`src/rtl/brick_drawer.sv`:
```
// Brick grid sweeper: walks every slot, reads its colour and base pixel, and emits one plot per
// brick pixel. Define ERASE_EMPTY_EN to also paint empty slots in colour 0.
module brick_drawer #(
    parameter int unsigned GRIDX  = 16,
    parameter int unsigned GRIDY  = 8,
    parameter int unsigned BRICKX = 8,
    parameter int unsigned BRICKY = 4
) (
    input  logic       clock,
    input  logic       resetn,
    input  logic       start,
    output logic [9:0] mem_addr,
    input  logic [2:0] mem_q,
    output logic [9:0] xy_addr,
    input  logic [9:0] base_x,
    input  logic [9:0] base_y,
    output logic [9:0] x,
    output logic [9:0] y,
    output logic [2:0] colour,
    output logic       plot,
    output logic       busy,
    output logic       done
);

    localparam int unsigned NumBricks = GRIDX * GRIDY;

    typedef enum logic [2:0] {
        StIdle,
        StFetch,
        StLatch,
        StDraw,
        StNext,
        StDone
    } state_e;

    state_e state_q, state_d;

    logic [9:0] slot_q;
    logic [9:0] px_q, py_q;
    logic [9:0] bx_q, by_q;
    logic [2:0] col_q;
    logic [9:0] x_hold_q, y_hold_q;
    logic [2:0] colour_hold_q;

    logic px_last, py_last, last_slot;

    assign px_last   = (px_q == 10'(BRICKX - 1));
    assign py_last   = (py_q == 10'(BRICKY - 1));
    assign last_slot = (slot_q == 10'(NumBricks - 1));

    assign mem_addr = slot_q;
    assign xy_addr  = slot_q;

    always_ff @(posedge clock) begin
        if (!resetn) begin
            state_q <= StIdle;
        end else begin
            state_q <= state_d;
        end
    end

    always_comb begin
        state_d = state_q;
        unique case (state_q)
            StIdle:  if (start) state_d = StFetch;
            StFetch: state_d = StLatch;
`ifdef ERASE_EMPTY_EN
            StLatch: state_d = StDraw;
`else
            // mem_q is the value being captured into col_q this same edge
            StLatch: state_d = (mem_q != 3'b000) ? StDraw : StNext;
`endif
            StDraw:  if (px_last && py_last) state_d = StNext;
            StNext:  state_d = last_slot ? StDone : StFetch;
            StDone:  state_d = StIdle;
            default: state_d = StIdle;
        endcase
    end

    always_ff @(posedge clock) begin
        if (!resetn) begin
            slot_q        <= '0;
            px_q          <= '0;
            py_q          <= '0;
            bx_q          <= '0;
            by_q          <= '0;
            col_q         <= '0;
            x_hold_q      <= '0;
            y_hold_q      <= '0;
            colour_hold_q <= '0;
        end else begin
            // Pixel outputs keep their last driven value between DRAW bursts
            x_hold_q      <= x;
            y_hold_q      <= y;
            colour_hold_q <= colour;
            case (state_q)
                StIdle: begin
                    if (start) slot_q <= '0;
                end
                StLatch: begin
                    col_q <= mem_q;
                    bx_q  <= base_x;
                    by_q  <= base_y;
                    px_q  <= '0;
                    py_q  <= '0;
                end
                StDraw: begin
                    if (px_last) begin
                        px_q <= '0;
                        py_q <= py_q + 10'd1;
                    end else begin
                        px_q <= px_q + 10'd1;
                    end
                end
                StNext: begin
                    if (!last_slot) slot_q <= slot_q + 10'd1;
                end
                default: ;
            endcase
        end
    end

    always_comb begin
        plot   = 1'b0;
        busy   = 1'b0;
        done   = 1'b0;
        x      = x_hold_q;
        y      = y_hold_q;
        colour = colour_hold_q;
        unique case (state_q)
            StIdle: ;
            StFetch, StLatch, StNext: busy = 1'b1;
            StDraw: begin
                busy   = 1'b1;
                plot   = 1'b1;
                x      = bx_q + px_q;
                y      = by_q + py_q;
                colour = col_q;
            end
            StDone: done = 1'b1;
            default: ;
        endcase
    end

endmodule

```
`config.mk`:
```
export PLATFORM = sky130hd
export DESIGN_NAME = brick_drawer
export DESIGN_NICKNAME = d
export VERILOG_FILES = /design/src/rtl/brick_drawer.sv
export SDC_FILE = /design/constraint.sdc
export NUM_CORES = 1
export LEC_CHECK = 0
export ABC_AREA = 1
export CAP_MARGIN = 0
export CORE_MARGIN = 2
export CORE_UTILIZATION = 45
export CTS_CLUSTER_SIZE = 28
export DETAILED_ROUTE_END_ITERATION = 8
export PLACE_DENSITY = 0.74
export SLEW_MARGIN = 40
export SYNTH_ARGS = -nofsm -noshare
export SYNTH_HDL_FRONTEND = slang
export SYNTH_SLANG_ARGS = --single-unit
```
`constraint.sdc`:
```
create_clock -name clock -period 2.6 [get_ports clock]
set_input_delay 0.39 -clock clock [delete_from_list [all_inputs] [get_ports clock]]
set_output_delay 0.39 -clock clock [all_outputs]
set_load 0.005 [all_outputs]
```
# ---- Word level (Yosys, flattened, before mapping)
# Index checks and enable logic that the tools add are counted.
dict set report word_totals {
  reg_bits 79
  latchBits 0
  mem_bits_rw 0
  romBits 0
  inputBits 26
  out_inout_bits 46
  elab_cells 54
  memories 0
}
dict set report op_classes {
  addsub 5
  mul 0
  n_div 0
  magnitude_cmp 0
  eq_ne 12
  n_shift 0
  muxes 18
  bitwise_logic 0
  reduce_logical 9
}
# op count
set op_table {}
lappend op_table {{2-to-1 mux 10 bit} 6}
lappend op_table {{one-hot mux 10 bit (2 select lines)} 3}
lappend op_table {{adder 10 x 1 -> 10 bit (second input constant)} 3}
lappend op_table {{adder 10 bit} 2}
lappend op_table {{2-to-1 mux 3 bit} 5}
lappend op_table {{one-hot mux 3 bit (5 select lines)} 1}
lappend op_table {{equality test 10 x 2 -> 1 bit (second input constant)} 1}
lappend op_table {{equality test 10 x 3 -> 1 bit (second input constant)} 1}
lappend op_table {{equality test 10 x 7 -> 1 bit (second input constant)} 1}
lappend op_table {{!= test 2 bit (second input constant)} 4}
lappend op_table {{equality test 3 x 2 -> 1 bit (second input constant)} 2}
lappend op_table {{equality test 3 bit (second input constant)} 2}
lappend op_table {{AND reduction 2 bit} 2}
lappend op_table {{nonzero test 2 bit} 2}
lappend op_table {{OR reduction 4 bit} 1}
lappend op_table {{equality test 3 x 1 -> 1 bit (second input constant)} 1}
lappend op_table {{zero test 3 bit} 1}
lappend op_table {{2-to-1 mux 1 bit} 3}
lappend op_table {{AND reduction 3 bit} 1}
lappend op_table {{nonzero test 3 bit} 1}
lappend op_table {{logical AND 1 bit} 1}

# ---- Logic depth before layout (Yosys ltp)
dict set report logic_depth {
  word_depth 4
  ltp_mapped 11
  mapped_depth_nobuf 11
}

# ---- Worst setup path before layout
# OpenSTA, ideal clock, no wires.
dict set report synth_path {
  kind {register -> output}
  startpoint {register py_q[0]}
  endpoint {output port y[6]}
  arrival_ps 1522
  required_ps 2210
  slack_ps 688
  path_stages_with_launch 11
  path_buffers 0
  cell_sequence {dfxtp_1 > ha_1 > fa_1 > nand3_1 > nand2_1 > nand2_1 > nand2_1 > nand2_1 > nand3_1 > o21ai_0 > inv_1}
}
dict set report synth_via {
  elab_chain_len 2
}
# item line
set synth_lines {}
lappend synth_lines {{start: declaration} 39} ;# logic [9:0] px_q, py_q;
lappend synth_lines {{start signal: assignment} 110} ;# py_q <= py_q + 10'd1;
lappend synth_lines {{adder 10 bit} 137} ;# y = by_q + py_q;
lappend synth_lines {{2-to-1 mux 10 bit} 130} ;# unique case (state_q)
lappend synth_lines {{end: declaration} 18} ;# output logic [9:0] y,
# Every way passes these cells.

# ---- Worst setup path in the final report
dict set report layout_path {
  startpoint {register py_q[0]}
  endpoint {output port y[2]}
}
# The elaborated chain is that of the path after synthesis.

==> run summary <==
initial antenna violation count - 0
vias in the first global route - 4369
reg2reg setup slack - 0.38 ns
Hold Crit Class - reg -> reg
Routed WL - 12900 um
ys async rst share - 0%
1st-iter DRT viols - 232
total CTS buffers - 9
most common cell after layout, fill and taps aside - nand2_1
Clock Pin Slew Worst Setup and Hold Paths - 0.08 ns
Clock Path Buffers - 2
core area - 9820 um^2
Net Count, Synth - 736
cell area power density - 507 nW/um^2
Via density - 5.17
Area Growth Syn to Fin - 33.5%
maxcap violations - 0
total gr overflow - 0
CP arrival - 2.15 ns
cell row count - 36
crit path max fanout - 2
Sw Share - 33.5%
cells after synthesis - 687
switching pwr - 1040 uW
first-pass GRT wire length - 20400 um
status - completed
full die area - 11000 um^2
Register Area - 1650 um^2
Int Pwr - 2060 uW
RSZ-0062 raised after global routing - true
min Tclk post-route - 2.54 ns
ys flop type - dfxtp_1
Pre-antenna DRT Iters - 5
largest net degree at the start of global routing - 36
# setup viols final - 0
share of layout cells above drive strength 1 - 17.9%
#FFs+latches synth - 79
number of synthesized flops with an enable pin - 0
Achievable Freq - 393 MHz
worst slew pin tran - 0.486 ns
clock share of power - 27.4%
fin area - 6100 um^2
Die H - 105 um
Worst Setup Start Kind - flip-flop
worst clock skew - 0.00778 ns
# DRC - 0
hold path cells - 2
placed instance area - 5370 um^2
most frequent cells in the layout - 189 x nand2_1, 75 x nand3_1, 74 x a21oi_1
Avg Inst Size Synth - 6.65 um^2
num ports - 72
fin crit share - 97.9%
maximum vdd drop - 0.278 mV
Combinational Power Share - 28.7%
vias - 4682
Crit Path Category - reg -> out
total power - 3090 uW
leakage - 0.00257 uW
CTS hold repair buffers - 0
Fin Setup TNS - 0 ns
root buf cell - clkbuf_8
final hold vios - 0
clock latency on the worst-skew pair - 0.35 ns
H-tree levels - 3
die width - 105 um
Tot GR Track Use - 22.7%
Worst R2R Path Depth - 12
Mapped Area - 4570 um^2
Detail Route Antenna Nets - 0
Synth cell types - 33
Slew Viols, Final - 0
WHS - 0.465 ns
PortBufs - 71
ANT cells - 0
post-synthesis sequential area ratio - 34.6%
slew margin rel. - 67.5%
gpl congestion - 0.914
drt wl/cell - 14.2 um
CTS tree - built
NumNets Final - 816
starting density of the core - 46.6%
Multi-input gate area - 2890 um^2
clk sinks - 79
Syn. warnings - 0
crit end category - primary output
DP Wirelength - 8710 um
Worst EP required - 2.21 ns
Fillers - 926
Seq pwr share - 43.9%
==> power by group through the flow <==
stage	Clock, uW	Sequential [uW]	Combinational, uW
6_report	848	1360	887
5_1_grt	922	1370	972
4_1_cts	859	1360	842
3_5_place_dp	0	1370	808
3_3_place_gp	0	1370	799
2_1_floorplan	0	1360	504
==> cells in the mapped netlist, types with 3 or more instances <==
cell      count  area, um^2
nor2_1       54         203
a21oi_1      77         385
o21bai_1      4        30.0
inv_1        65         244
dfxtp_1      79        1580
or2_2         5        31.3
nand4_1       9        56.3
xnor2_1       3        26.3
nand3b_1      5        37.5
nor3_1        7        35.0
o21ai_0      14        70.1
buf_2         6        30.0
nand3_1      82         410
nand2_1     198         743
inv_2         3        11.3
buf_4        13        97.6
xor2_1       13         114
ha_1         21         263
clkbuf_1     12        45.0
==> repair_timing <==
action / CTS / global route
pin swaps: 8 / 17
setup buffers: 5 / 13
endpoints found under the hold margin: 0 / 0
gates resized for setup: 59 / 57
setup endpoints to repair: 23 / 19
gates cloned: 0 / 0
==> final timing paths <==
check / start / to
setup / recovery: py_q[0] / y[2]
hold / removal: col_q[2] / col_q[2]
setup reg to reg: state_q[1] / py_q[9]
hold reg to reg: col_q[2] / col_q[2]
==> through the flow <==
stage	util, %	cells	worst slack (ns)
after detailed placement	54.7	871	0.117
after CTS	59.7	892	0.00286
after global placement	54.7	871	0.185
after global routing	62.1	905	-0.0603
final	62.1	905	0.0552
after floorplan	-	687	0.688
==> cell type report <==
cell class                      count  area share, %
Clock buffer                       13           2.60
Clock inverter                      3          0.287
Inverter                           69           4.41
Multi-Input combinational cell    506           47.3
Sequential cell                    79           27.0
Tap cell                          133           2.73
Timing Repair Buffer              102           15.6
==> kinds of logic (layout without fill, tap and decap cells) <==
group,after synthesis,count (layout),share of synthesized area (%)
flops,79,79,34.6
simple gates,369,369,34.8
fa+ha+maj,23,23,6.62
xor+xnor,16,16,3.07
compound gates,98,98,11.1
buf+inv,102,187,9.82
==> state kept, by name, indices dropped and copies added (netlist names) <==
name           flops
mem_addr          10
colour_hold_q      3
y_hold_q          10
state_q            3
col_q              3
px_q              10
x_hold_q          10
py_q              10
bx_q              10
by_q              10
==> critical path: stages, from the launching register on <==
cell	delay, ns
dfxtp_2	0.35
ha_4	0.17
fa_2	0.40
buf_4	0.15
buf_4	0.13
xnor2_2	0.16
nand2_1	0.09
o21ai_2	0.07
inv_1	0.04
dlygate4sd2_1	0.25
==> routing by layer <==
metal,part of all wire (%),GRT usage (%)
met5,0,0
met4,1.9,5.81
met3,4.7,4.80
met2,52,41.6
met1,42,26.8
Note: power is estimated with default switching activity, not from simulation.
